==> config.mk <==
export PLATFORM = sky130hd
export DESIGN_NAME = axis_vec_fork2
export DESIGN_NICKNAME = d
export VERILOG_FILES = /design/src/rtl/axis_vec_fork2.sv
export SDC_FILE = /design/constraint.sdc
export NUM_CORES = 1
export LEC_CHECK = 0
export CAP_MARGIN = 20
export CORE_AREA = 10 10 251 253
export CTS_BUF_LIST = sky130_fd_sc_hd__clkbuf_4 sky130_fd_sc_hd__clkbuf_8
export CTS_CLUSTER_DIAMETER = 200
export DETAILED_ROUTE_END_ITERATION = 12
export DIE_AREA = 0 0 261 263
export MAX_ROUTING_LAYER = met4
export SYNTH_ARGS = -nofsm -noshare
export SYNTH_HDL_FRONTEND = slang
export SYNTH_SLANG_ARGS = --single-unit
==> constraint.sdc <==
create_clock -name clk -period 5.67 [get_ports clk]
set_clock_uncertainty 0.2 [all_clocks]
set_input_delay 0.8505 -clock clk [delete_from_list [all_inputs] [get_ports clk]]
set_output_delay 0.8505 -clock clk [all_outputs]
set_load 0.02 [all_outputs]
==> src/rtl/axis_vec_fork2.sv <==
// -----------------------------------------------------------------------------
// axis_vec_fork2
//
// Routes a stream of TILE_SIZE-lane vector beats to two independently
// back-pressured output streams (A and B). Each beat carries a 2-bit
// destination mask:
//   in_dest[0] -> stream A, in_dest[1] -> stream B, 2'b11 -> both (broadcast),
//   2'b00 -> accepted and dropped.
// Each output stream has its own DEPTH-entry circular FIFO. A stall on one
// output never blocks pops on the other. The input is accepted only when
// both FIFOs have room, so a broadcast beat can always land in both.
//
// Ports
//   clk              : clock, all state updates on the rising edge
//   rst_n            : asynchronous active-low reset; clears pointers, counts
//                      and every FIFO entry
//   in_valid/in_ready: input handshake. in_ready comes from the registered
//                      counts only.
//   in_dest          : destination mask for the current beat
//   in_vec           : input vector, lanes [TILE_SIZE-1:0]
//   a_valid/a_ready  : stream A handshake, a_vec is the FIFO A head entry
//   b_valid/b_ready  : stream B handshake, b_vec is the FIFO B head entry
//   a_count/b_count  : current occupancy of FIFO A / FIFO B, 0..DEPTH
//
// Parameters
//   TILE_SIZE  : lanes per vector beat
//   DATA_WIDTH : bits per lane
//   DEPTH      : entries per output FIFO. Must be a power of two and >= 2.
//                Pointers wrap through natural binary overflow.
// -----------------------------------------------------------------------------
module axis_vec_fork2 #(
    parameter int TILE_SIZE  = 4,
    parameter int DATA_WIDTH = 16,
    parameter int DEPTH      = 4
) (
    input  logic                                  clk,
    input  logic                                  rst_n,

    input  logic                                  in_valid,
    output logic                                  in_ready,
    input  logic [1:0]                            in_dest,
    input  logic [TILE_SIZE-1:0][DATA_WIDTH-1:0]  in_vec,

    output logic                                  a_valid,
    input  logic                                  a_ready,
    output logic [TILE_SIZE-1:0][DATA_WIDTH-1:0]  a_vec,

    output logic                                  b_valid,
    input  logic                                  b_ready,
    output logic [TILE_SIZE-1:0][DATA_WIDTH-1:0]  b_vec,

    output logic [$clog2(DEPTH):0]                a_count,
    output logic [$clog2(DEPTH):0]                b_count
);

    // -------------------------------------------------------------------------
    // Derived widths
    // -------------------------------------------------------------------------
    localparam int PW = $clog2(DEPTH);   // pointer width
    localparam int CW = PW + 1;          // count width, holds 0..DEPTH

    localparam logic [CW-1:0] FULL_COUNT = CW'(DEPTH);
    localparam logic [CW-1:0] ONE_COUNT  = CW'(1);
    localparam logic [PW-1:0] ONE_PTR    = PW'(1);

    typedef logic [TILE_SIZE-1:0][DATA_WIDTH-1:0] vec_t;

    // -------------------------------------------------------------------------
    // Per-stream signals. Index 0 is stream A and index 1 is stream B. This
    // matches the bit order of in_dest, so one generate loop can build both
    // FIFOs.
    // -------------------------------------------------------------------------
    logic [1:0]          push;
    logic [1:0]          pop;
    logic [1:0]          head_valid;
    logic [1:0]          out_ready;
    logic [1:0]          has_room;
    logic [1:0][CW-1:0]  count_q;
    vec_t [1:0]          head_vec;

    logic                accept;

    assign out_ready = {b_ready, a_ready};

    // in_ready is based only on registered occupancy. A pop in the current
    // cycle cannot free space for a push in the same cycle, so no path runs
    // from a_ready/b_ready to in_ready. Both FIFOs must have room, even when
    // only one of them is targeted. This keeps broadcast simple and keeps the
    // handshake independent of in_dest.
    assign in_ready = has_room[0] && has_room[1];
    assign accept   = in_valid && in_ready;

    // -------------------------------------------------------------------------
    // Output FIFOs
    // -------------------------------------------------------------------------
    for (genvar gi = 0; gi < 2; gi++) begin : g_fifo
        logic [PW-1:0] wr_ptr_reg;
        logic [PW-1:0] rd_ptr_reg;
        logic [CW-1:0] count_reg;
        logic [CW-1:0] count_next;
        vec_t          mem_reg [DEPTH];

        // A beat with in_dest = 2'b00 is accepted but pushes neither FIFO.
        // In that case the pointers and counts do not change.
        assign push[gi]       = accept && in_dest[gi];
        assign head_valid[gi] = (count_reg != '0);
        assign pop[gi]        = head_valid[gi] && out_ready[gi];
        assign has_room[gi]   = (count_reg < FULL_COUNT);

        // Occupancy update. When a push and a pop happen in the same cycle,
        // the count stays the same while both pointers advance.
        always_comb begin
            count_next = count_reg;
            unique case ({push[gi], pop[gi]})
                2'b10:   count_next = count_reg + ONE_COUNT;
                2'b01:   count_next = count_reg - ONE_COUNT;
                default: count_next = count_reg;
            endcase
        end

        always_ff @(posedge clk or negedge rst_n) begin
            if (!rst_n) begin
                wr_ptr_reg <= '0;
                rd_ptr_reg <= '0;
                count_reg  <= '0;
            end else begin
                if (push[gi]) begin
                    wr_ptr_reg <= wr_ptr_reg + ONE_PTR;
                end
                if (pop[gi]) begin
                    rd_ptr_reg <= rd_ptr_reg + ONE_PTR;
                end
                count_reg <= count_next;
            end
        end

        // Storage is cleared on reset so that the head vector reads as zero
        // while the FIFO is empty after reset.
        always_ff @(posedge clk or negedge rst_n) begin
            if (!rst_n) begin
                for (int i = 0; i < DEPTH; i++) begin
                    mem_reg[i] <= '0;
                end
            end else if (push[gi]) begin
                mem_reg[wr_ptr_reg] <= in_vec;
            end
        end

        // The head entry is read straight from storage. It only changes when
        // the read pointer moves, that is, on a pop. So it stays stable while
        // valid is high and ready is low.
        assign head_vec[gi] = mem_reg[rd_ptr_reg];
        assign count_q[gi]  = count_reg;
    end

    // -------------------------------------------------------------------------
    // Output mapping
    // -------------------------------------------------------------------------
    assign a_valid = head_valid[0];
    assign a_vec   = head_vec[0];
    assign a_count = count_q[0];

    assign b_valid = head_valid[1];
    assign b_vec   = head_vec[1];
    assign b_count = count_q[1];

endmodule

# Word level (Yosys, flattened, before mapping)
# Cells that the tools add are included.
[classes] n_addsub=8 n_lt_le_gt_ge=8 eq_ne=4 n_mux=14 n_bitwise=4 reduce_logical=12
[op_table] operator="256-bit bitwise mux" count=2
[op_table] operator="64-bit 2-to-1 mux" count=6
[op_table] operator="64-bit binary-select mux with 2-bit select" count=2
[op_table] operator="64-bit demux with 2-bit select" count=2
[op_table] operator="3-bit greater-or-equal comparator (second input constant)" count=4
[op_table] operator="2-bit inverter with 3-bit output" count=4
[op_table] operator="3-bit one-hot mux with 2 select lines" count=2
[op_table] operator="2-bit by 1-bit adder with 2-bit output (second input constant)" count=4
[op_table] operator="1-bit logical AND" count=8
[op_table] operator="3-bit by 1-bit adder with 3-bit output (second input constant)" count=2
[op_table] operator="3-bit by 1-bit less-than comparator with 1-bit output (second input constant)" count=2
[op_table] operator="3-bit less-than comparator (second input constant)" count=2
[op_table] operator="3-bit nonzero test" count=2
[op_table] operator="3-bit by 1-bit subtractor with 3-bit output (second input constant)" count=2
[op_table] operator="2-bit by 1-bit == test with 1-bit output (second input constant)" count=2
[op_table] operator="2-bit == test (second input constant)" count=2
[op_table] operator="2-bit nonzero test" count=2
[word_totals] ff_bits=526 in_bits=71 output_inout_bits=137 wordCells=88

# Longest topological paths before layout
# Gate-level depths: netlist of the first run.
[logic_depth] depth_word=6 mapped_depth=9

# Worst setup path before layout of the first run
# OpenSTA, ideal clock, no wires.
[synth_path] path_type="register to output" start="reg g_fifo[0].rd_ptr_reg[0]" end="out a_vec[25] (netlist name)" t_arrival_ns=1.495 required_ns=4.620 slack_ns=3.124 path_stages_with_launch=4 path_buffers=2 path_cell_list="dfrtp_1 buf_2 buf_2 mux4_2"
[synth_rtl] element="start, declared" line_no="98" text="logic [PW-1:0] rd_ptr_reg;"
[synth_rtl] element="start signal, assigned" line_no="131" text="rd_ptr_reg <= rd_ptr_reg + ONE_PTR;"
[synth_rtl] element="end, declared" line_no="46" text="output logic [TILE_SIZE-1:0][DATA_WIDTH-1:0] a_vec,"

==> results of run 1 <==
## cells by family (layout without fill, tap and decap cells)
group                    Yosys count  after routing
AO/OA/AOI/OAI                      5              5
adder cells (fa/ha/maj)           12             12
other                              0              4
multiplexers                     641            641
AND/OR/NAND/NOR                   20             20
XOR/XNOR                          12             12
buffers and inverters             90            400
flip-flops                       526            526
## final timing paths
| kind | startpoint | endpoint | depth (start not counted) |
|---|---|---|---|
| worst max register to register | b_count[2]$_DFFE_PN0P_ | g_fifo[1].mem_reg[192]$_DFFE_PN0P_ | 4 |
| max in group asynchronous | rst_n | g_fifo[0].mem_reg[59]$_DFFE_PN0P_ | 3 |
| worst min-delay path | g_fifo[1].mem_reg[122]$_DFFE_PN0P_ | g_fifo[1].mem_reg[122]$_DFFE_PN0P_ | 1 |
| min in group asynchronous | rst_n | g_fifo[0].mem_reg[202]$_DFFE_PN0P_ | 2 |
| worst min register to register | g_fifo[1].mem_reg[122]$_DFFE_PN0P_ | g_fifo[1].mem_reg[122]$_DFFE_PN0P_ | 1 |
| worst max-delay path | g_fifo[1].rd_ptr_reg[0]$_DFFE_PN0P_ | b_vec[30] | 3 |
## stage by stage
step | area, sq um | instances | utilization [%] | worst slack (ns)
2_1_floorplan | 23000 | 1306 | - | 3.12
4_1_cts | 27600 | 2389 | 47.3 | 1.29
5_1_grt | 27600 | 2392 | 47.4 | 1.27
3_5_place_dp | 25600 | 2224 | 43.9 | 2.04
6_report | 27600 | 2393 | 47.4 | 1.46
3_3_place_gp | 25600 | 2224 | 43.9 | 2.04
## cells in the mapped netlist, drive strengths merged
| cell type | count | area share (%) |
|---|---|---|
| and4bb | 2 | 0.11 |
| dfrtp | 526 | 57 |
| o31a | 2 | 0.076 |
| xor2 | 6 | 0.23 |
| clkbuf | 19 | 0.66 |
| buf | 59 | 2.4 |
| nand2 | 13 | 0.30 |
| inv | 12 | 0.20 |
| fa | 2 | 0.17 |
| nor2 | 3 | 0.049 |
| xnor2 | 6 | 0.23 |
| mux2 | 512 | 25 |
| ha | 10 | 0.54 |
| mux2i | 1 | 0.044 |
| o21ai | 3 | 0.065 |
| mux4 | 128 | 13 |
| or3 | 2 | 0.054 |
## where the power goes
group	internal [mW]	switching [mW]
Clock	2.13	1.52
Sequential	5.55	1.17
Combinational	4.22	3.00
Total	11.9	5.70
## metal layers
metal,vias up,global-route usage (%),routed length (um)
li1,5378,-,-
met2,228,25.6,26300
met4,0,4.62,905
met1,6661,21.1,24200
met3,66,3.22,2300
met5,-,-,0
## critical path, stage by stage (launching register included)
cell and delay, ns:
dfrtp_4 0.83, buf_12 0.42, mux4_2 0.63, clkdlybuf4s50_1 0.58
## layout make-up
type | instances | area (sq um)
Antenna cell | 4 | 10.0
Clock buffer | 155 | 1930
Clock inverter | 9 | 50.0
Fill cell | 5031 | 30700
Inverter | 12 | 45.0
Multi-Input combinational cell | 690 | 9120
Sequential cell | 526 | 13200
Tap cell | 773 | 967
Timing Repair Buffer | 224 | 2280
==> flow_metrics.py, run 1 <==
metrics = {
    "placed_design": {
        "portBuffers": 207,
        "gp_congestion": 0.696,
        "hpwlAfterDp_um": 31800,
    },
    "floorplan": {
        "core_area_sq_um": 58200,
        "dieWidth_um": 261,
        "rows": 89,
        "io_pins": 208,
        "die_area_sq_um": 68600,
        "start_util_pct": 39.5,
        "die_h_um": 263,
    },
    "logic_synthesis": {
        "synthesis.nets": 1389,
        "syn_area_sq_um": 23000,
        "avgSynthCellArea_sq_um": 17.6,
        "netlist_instances": 1306,
        "synth-xor-area-share_pct": 0.457,
        "yosysUniqueCellTypes": 21,
        "synth_simple_gate_area_share_pct": 0.512,
        "synthAdderAreaFrac_pct": 0.718,
        "ys_ff_latch": 526,
        "yosysWarnings": 0,
        "synthMuxAreaShare_pct": 37.7,
        "ys_seq_area_share_pct": 57.2,
        "synth_top_family_by_area": "multiplexers",
        "synth-compound-area-share_pct": 0.141,
    },
    "clock_network": {
        "root_buffer": "clkbuf_8",
        "cts_hold_buf": 1,
        "clkLatencyLatePin_ns": 0.65,
        "h-tree-depth": 3,
        "cts_tree": "built",
        "cts_sinks": 526,
        "cts_made_buffers": 91,
        "cts.clk_slew.worst_paths_ns": 0.06,
        "postCtsSetupBuffers": 0,
        "post_cts_resized": 0,
        "clock_path_buffers": 3,
    },
    "timing": {
        "hold_viol": 0,
        "rsz0062_at_grt": "false",
        "slew_violations": 0,
        "slew_headroom_pct": 29.3,
        "post-route-min-period_ns": 4.21,
        "fin_crit_sh_pct": 74.2,
        "fmax_mhz": 238,
        "fin_tns_setup_ns": 0,
        "worstMarginPinSlew_ns": 1.06,
        "setup_viol": 0,
        "hold_slack_ns": 0.296,
    },
    "worst_setup_path": {
        "worstPathMaxFanout": 38,
        "worst_ep_required_time_ns": 4.62,
        "r2r_slack_ns": 2.88,
        "worstSetupPathType": "reg2out",
        "crit_arrival_ns": 3.15,
        "start_kind": "register",
        "endpoint_kind": "output port",
    },
    "global_route": {
        "overflow": 0,
        "track_usage_pct": 16.2,
        "grt_pass1_vias": 13900,
        "antenna_found_initial": 3,
        "grt_start_max_net_pins": 137,
        "grt_pass1_wl_um": 83900,
    },
    "cells_and_area": {
        "area_growth_pct": 20.0,
        "most-common-layout-cells": "522 x dfrtp_1, 512 x mux2_2, 206 x clkdlybuf4s50_1",
        "drive_above_1_share_pct": 51.7,
        "layout_commonest_cell": "dfrtp_1",
        "nets": 1628,
        "largest_reg_flops": 512,
    },
    "min_path": {
        "hp-class": "reg2reg",
    },
    "detailed_routing": {
        "drcViolationCount": 0,
        "drtIter0Drc": 531,
        "viasPerCell": 5.15,
        "via_count": 12300,
        "finalWirelength_um": 53700,
        "drt_pre_antenna_iters": 4,
        "wl_per_cell_um": 22.4,
        "ant_nets": 0,
    },
    "power_and_ir_drop": {
        "peakVddDrop_uv": 348,
        "finalPower_mw": 17.6,
        "p_per_area_nw_per_um2": 638,
        "p_leak_nw": 12.4,
    },
    "run_status": {
        "status": "finished clean",
    },
    "job": {
        "drv_cap": 0,
    },
}
Power figures use the tool's default switching activity.
==> inputs of run 2 (changes only) <==
==> constraint.sdc (replaced) <==
create_clock -name clk -period 3.45 [get_ports clk]
set_clock_uncertainty 0.2 [all_clocks]
set_input_delay 0.5175 -clock clk [delete_from_list [all_inputs] [get_ports clk]]
set_output_delay 0.5175 -clock clk [all_outputs]
set_load 0.02 [all_outputs]
==> run 2 against run 1 <==
Flip-flop and latch count stayed put. Highest routed layer unchanged. Largest power group unchanged. Critical path type unchanged. Clock-buffer cell count is 3 lower. Sequential power is 59% higher. Total power is 64% higher. Core utilization is 0.58 points higher. Global-route usage is 0.87 points higher.
==> flow_metrics.py, run 2 (synthesis results as in run 1) <==
metrics = {
    "detailed_routing": {
        "drt_pre_antenna_iters": 6,
        "via_count": 12600,
        "finalWirelength_um": 55700,
        "wl_per_cell_um": 23.1,
        "drtIter0Drc": 592,
        "viasPerCell": 5.20,
        "drcViolationCount": 0,
        "ant_nets": 0,
    },
    "cells_and_area": {
        "stdcell_count": 2413,
        "nets": 1653,
        "fill_cells": 4992,
        "largest_reg_flops": 512,
        "regArea_sq_um": 13200,
        "area_growth_pct": 21.4,
        "drive_above_1_share_pct": 52.3,
        "design_area_sq_um": 27900,
        "most-common-layout-cells": "522 x dfrtp_1, 512 x mux2_2, 154 x clkdlybuf4s50_1",
        "multi_input_area_sq_um": 9120,
        "layout_commonest_cell": "dfrtp_1",
    },
    "timing": {
        "hold_viol": 0,
        "slew_headroom_pct": 48.6,
        "fin_crit_sh_pct": 96.6,
        "rsz0062_at_grt": "false",
        "worstMarginPinSlew_ns": 0.771,
        "hold_slack_ns": 0.297,
        "fmax_mhz": 300,
        "fin_tns_setup_ns": 0,
        "slew_violations": 0,
        "post-route-min-period_ns": 3.33,
        "setup_viol": 0,
    },
    "power_and_ir_drop": {
        "p_leak_nw": 12.8,
        "p_per_area_nw_per_um2": 1030,
        "peakVddDrop_uv": 493,
    },
    "placed_design": {
        "gp_congestion": 0.711,
        "portBuffers": 207,
        "hpwlAfterDp_um": 35300,
        "dpl_cell_area_sq_um": 26000,
        "dp.cells": 2248,
    },
    "clock_network": {
        "clock_path_buffers": 3,
        "h-tree-depth": 3,
        "root_buffer": "clkbuf_8",
        "cts_tree": "built",
        "cts_sinks": 526,
        "cts_made_buffers": 91,
        "cts.clk_slew.worst_paths_ns": 0.06,
        "clkLatencyLatePin_ns": 0.67,
    },
    "floorplan": {
        "start_util_pct": 39.5,
        "io_pins": 208,
        "dieWidth_um": 261,
        "core_area_sq_um": 58200,
        "die_area_sq_um": 68600,
        "rows": 89,
        "die_h_um": 263,
    },
    "global_route": {
        "grt_pass1_vias": 14300,
        "overflow": 0,
        "grt_start_max_net_pins": 82,
        "grt_pass1_wl_um": 87900,
        "track_usage_pct": 17.1,
        "antenna_found_initial": 7,
    },
    "worst_setup_path": {
        "worstSetupPathType": "reg2out",
        "worst_ep_required_time_ns": 2.73,
        "critical-path-slowest-cell": "mux4_2",
        "cpPeakStageDelay_ns": 0.57,
        "cp_top_family": "buffers and inverters",
        "r2r_slack_ns": 1.00,
        "worstPathMaxFanout": 19,
        "endpoint_kind": "output port",
        "r2r-end": "g_fifo[1].mem_reg[250]$_DFFE_PN0P_",
        "crit_arrival_ns": 2.62,
        "path_cells": "buf_16, mux4_2, clkdlybuf4s50_1",
        "path_buf_inv": 2,
        "rr_startpoint": "a_count[2]$_DFFE_PN0P_",
        "reg2reg_depth": 4,
        "start_kind": "register",
    },
    "min_path": {
        "hp-class": "in2async",
    },
    "job": {
        "drv_cap": 0,
    },
    "run_status": {
        "status": "finished clean",
    },
}
## run 2: layer usage
metal / up-vias / GRT usage [%] / part of all wire, %
met5: - / - / 0
met4: 0 / 4.76 / 1.6
met3: 59 / 3.58 / 4.8
met2: 247 / 26.1 / 48
met1: 6803 / 22.9 / 46
li1: 5447 / - / -
## run 2: how the worst max path moves through the flow
stage | startpoint | endpoint | slack (ns) | depth (start not counted)
2_1_floorplan | g_fifo[0].rd_ptr_reg[0]$_DFFE_PN0P_ | a_vec[25] | 1.24 | 3
3_3_place_gp | in_valid | g_fifo[1].mem_reg[187]$_DFFE_PN0P_ | 0.58 | 5
3_5_place_dp | in_valid | g_fifo[1].mem_reg[251]$_DFFE_PN0P_ | 0.56 | 5
4_1_cts | g_fifo[0].rd_ptr_reg[0]$_DFFE_PN0P_ | a_vec[18] | -0.004 | 3
5_1_grt | g_fifo[1].rd_ptr_reg[0]$_DFFE_PN0P_ | b_vec[30] | 0.002 | 3
6_report | g_fifo[1].rd_ptr_reg[0]$_DFFE_PN0P_ | b_vec[30] | 0.12 | 3
## run 2: cell type report
| class | count | share of cell area (%) |
|---|---|---|
| flip-flops and latches | 526 | 47.2 |
| multi-input cells | 690 | 32.7 |
| repair buffers | 249 | 9.62 |
| clock buffers | 152 | 6.71 |
| well taps | 773 | 3.46 |
| clock inverters | 8 | 0.161 |
| inverters | 12 | 0.161 |
| diodes | 3 | 0.0269 |
## run 2: repair_timing
action / 4_1_cts / 5_1_grt
setup endpoints to repair: 93 / 9
hold buffers: 1 / 0
pin swaps: 0 / 0
buffers inserted: 1 / 0
gates resized for setup: 46 / 11
endpoints found under the hold margin: 70 / 0
## run 2: metrics by stage
step / power (mW) / util [%] / setup slack (ns)
final: 28.8 / 47.9 / 0.116
after global routing: 30.5 / 47.9 / 0.00232
after CTS: 29.4 / 47.9 / -0.00379
after detailed placement: 23.6 / 44.6 / 0.556
after global placement: 23.3 / 44.6 / 0.578
after floorplan: 18.2 / - / 1.24
## run 2: worst reg2reg max path: cells and delay by family (launching register included)
family	cells	cell delay, ns
muxes	1	0.32
and+or+nand+nor	2	0.98
DFF	1	0.46
buffers and inverters	1	0.36
## run 2: power breakdown
| part | switching, mW | total (mW) | internal [mW] |
|---|---|---|---|
| sequential | 1.52 | 10.7 | 9.13 |
| combinational | 5.48 | 12.3 | 6.79 |
| clock | 2.50 | 5.89 | 3.39 |
| total | 9.50 | 28.8 | 19.3 |
==> inputs of run 3 (changes only) <==
--- a/config.mk
+++ b/config.mk
@@ -12,6 +12,7 @@
 export DETAILED_ROUTE_END_ITERATION = 12
 export DIE_AREA = 0 0 261 263
 export MAX_ROUTING_LAYER = met4
+export REMOVE_ABC_BUFFERS = 1
 export SYNTH_ARGS = -nofsm -noshare
 export SYNTH_HDL_FRONTEND = slang
 export SYNTH_SLANG_ARGS = --single-unit
==> run 3 against run 2 <==
Via count down 0.61%. Flip-flop and latch count stayed put. Non-clock buffer count grew 8. Critical path depth stayed put. Total power up 1.8%. Clock power rose by 4.9%. Core utilization is 0.28 points higher. Fmax is 1.1% higher. Worst setup slack better by 0.035 ns. Die area unchanged. Clock-buffer cell count is 3 lower. Critical path type unchanged. Highest routed layer unchanged.
==> flow_metrics.py, run 3 (synthesis results as in run 1) <==
metrics = {
    "detailed_routing": {
        "drtIter0Drc": 437,
        "drt_pre_antenna_iters": 5,
        "wl_per_cell_um": 21.9,
        "ant_nets": 0,
        "finalWirelength_um": 53200,
        "via_count": 12500,
        "viasPerCell": 5.15,
        "drcViolationCount": 0,
    },
    "timing": {
        "slew_violations": 0,
        "hold_slack_ns": 0.236,
        "rsz0062_at_grt": "false",
        "setup_viol": 0,
        "fin_crit_sh_pct": 95.6,
        "slew_headroom_pct": 55.2,
        "post-route-min-period_ns": 3.30,
        "fmax_mhz": 303,
        "fin_tns_setup_ns": 0,
        "hold_viol": 0,
        "worstMarginPinSlew_ns": 0.672,
    },
    "clock_network": {
        "post_cts_resized": 0,
        "clock_path_buffers": 3,
        "root_buffer": "clkbuf_8",
        "cts.clk_slew.worst_paths_ns": 0.06,
        "cts_sinks": 526,
        "cts_made_buffers": 91,
        "h-tree-depth": 3,
        "cts_tree": "built",
        "clkLatencyLatePin_ns": 0.65,
    },
    "worst_setup_path": {
        "start_kind": "register",
        "worstSetupPathType": "reg2out",
        "cpPeakStageDelay_ns": 0.58,
        "critical-path-slowest-cell": "mux4_2",
        "worst_ep_required_time_ns": 2.73,
        "path_cells": "buf_12, mux4_2, clkdlybuf4s50_1",
        "endpoint_kind": "output port",
        "worstPathMaxFanout": 25,
        "crit_arrival_ns": 2.58,
    },
    "power_and_ir_drop": {
        "p_sw_share_pct": 31.9,
        "power.internal_mw": 20.0,
        "p_per_area_nw_per_um2": 1040,
        "peakVddDrop_uv": 747,
        "clock_power_share_pct": 21.1,
        "p_leak_nw": 12.7,
        "p_sw_mw": 9.36,
        "power_frac_seq_pct": 36.5,
        "pwr-share-comb_pct": 42.5,
    },
    "cells_and_area": {
        "multi_input_area_sq_um": 9120,
        "regArea_sq_um": 13200,
        "layout_commonest_cell": "dfrtp_1",
        "area_growth_pct": 22.1,
        "most-common-layout-cells": "522 x dfrtp_1, 512 x mux2_2, 206 x clkdlybuf4s50_1",
        "largest_reg_flops": 512,
        "drive_above_1_share_pct": 52.7,
        "nets": 1661,
        "fill_cells": 5019,
        "fin_util_pct": 48.2,
        "design_area_sq_um": 28100,
    },
    "placed_design": {
        "hpwlAfterDp_um": 34000,
        "dpl_cell_area_sq_um": 26000,
        "gp_congestion": 0.716,
        "portBuffers": 207,
    },
    "global_route": {
        "grt_start_max_net_pins": 72,
        "grt_pass1_vias": 14200,
        "antenna_found_initial": 3,
        "grt_pass1_wl_um": 84900,
        "track_usage_pct": 16.3,
        "overflow": 0,
    },
    "run_status": {
        "status": "finished clean",
    },
    "floorplan": {
        "die_area_sq_um": 68600,
        "io_pins": 208,
        "start_util_pct": 39.5,
        "rows": 89,
        "dieWidth_um": 261,
        "core_area_sq_um": 58200,
        "die_h_um": 263,
    },
    "job": {
        "drv_cap": 0,
    },
    "min_path": {
        "hp-class": "in2async",
    },
}
==> run 3: cell types whose count changed in the layout (fill, tap and decap cells not counted), moves of 4 or more <==
cell,previous run,this run
buf_4,16,27
bufinv_16,0,4
clkdlybuf4s50_1,154,206
dlygate4sd2_1,42,0
dlymetal6s2s_1,10,0
==> run 3: power by group through the flow <==
stage | clock network [mW] | logic [mW] | registers [mW]
3_5_place_dp | 0 | 12.6 | 10.9
3_3_place_gp | 0 | 12.4 | 10.8
6_report | 6.18 | 12.4 | 10.7
5_1_grt | 6.66 | 13.3 | 11.1
2_1_floorplan | 0 | 7.48 | 10.7
4_1_cts | 6.38 | 12.8 | 10.7
==> run 3: layout make-up <==
cell class / count / share of cell area (%)
Tap cell: 773 / 3.44
Clock inverter: 16 / 0.668
Multi-Input combinational cell: 690 / 32.5
Clock buffer: 149 / 6.59
Antenna cell: 2 / 0.0178
Timing Repair Buffer: 257 / 9.72
Sequential cell: 526 / 46.9
Inverter: 12 / 0.160
==> run 3: final timing paths <==
kind	from	end	slack (ns)	cells after the start
max in group asynchronous	rst_n	g_fifo[0].mem_reg[231]$_DFFE_PN0P_	1.85	4
setup / recovery	g_fifo[1].rd_ptr_reg[0]$_DFFE_PN0P_	b_vec[21]	0.15	3
min in group clk	g_fifo[1].mem_reg[77]$_DFFE_PN0P_	g_fifo[1].mem_reg[77]$_DFFE_PN0P_	0.30	1
hold / removal	rst_n	g_fifo[0].mem_reg[168]$_DFFE_PN0P_	0.24	2
hold reg to reg	g_fifo[1].mem_reg[77]$_DFFE_PN0P_	g_fifo[1].mem_reg[77]$_DFFE_PN0P_	0.30	1
setup reg to reg	a_count[2]$_DFFE_PN0P_	b_count[1]$_DFFE_PN0P_	1.13	6
==> run 3: critical path: cells and delay by family, from the launching register on <==
family | cells | cell delay, ns
buf+inv | 2 | 0.84
flops | 1 | 0.50
mux | 1 | 0.58
==> run 3: layer usage <==
layer	wire length [um]	up-vias	global-route usage, %
li1	-	5453	-
met1	23400	6744	20.3
met2	26400	215	26.3
met3	2470	67	3.92
met4	945	0	4.06
met5	0	-	-
==> run 3: per-stage QoR <==
step	worst slack, ns	power, mW	instances
global route	0.0192	31.0	2425
floorplan	-0.594	18.1	1228
global placement	0.584	23.1	2249
finish	0.151	29.3	2425
detailed placement	0.574	23.4	2249
CTS	0.0347	29.8	2423
==> run 3: what timing repair did <==
item	in CTS	in global routing
endpoints found under the hold margin	61	0
buffers inserted	8	0
hold buffers	1	0
endpoints found under the setup margin	104	0
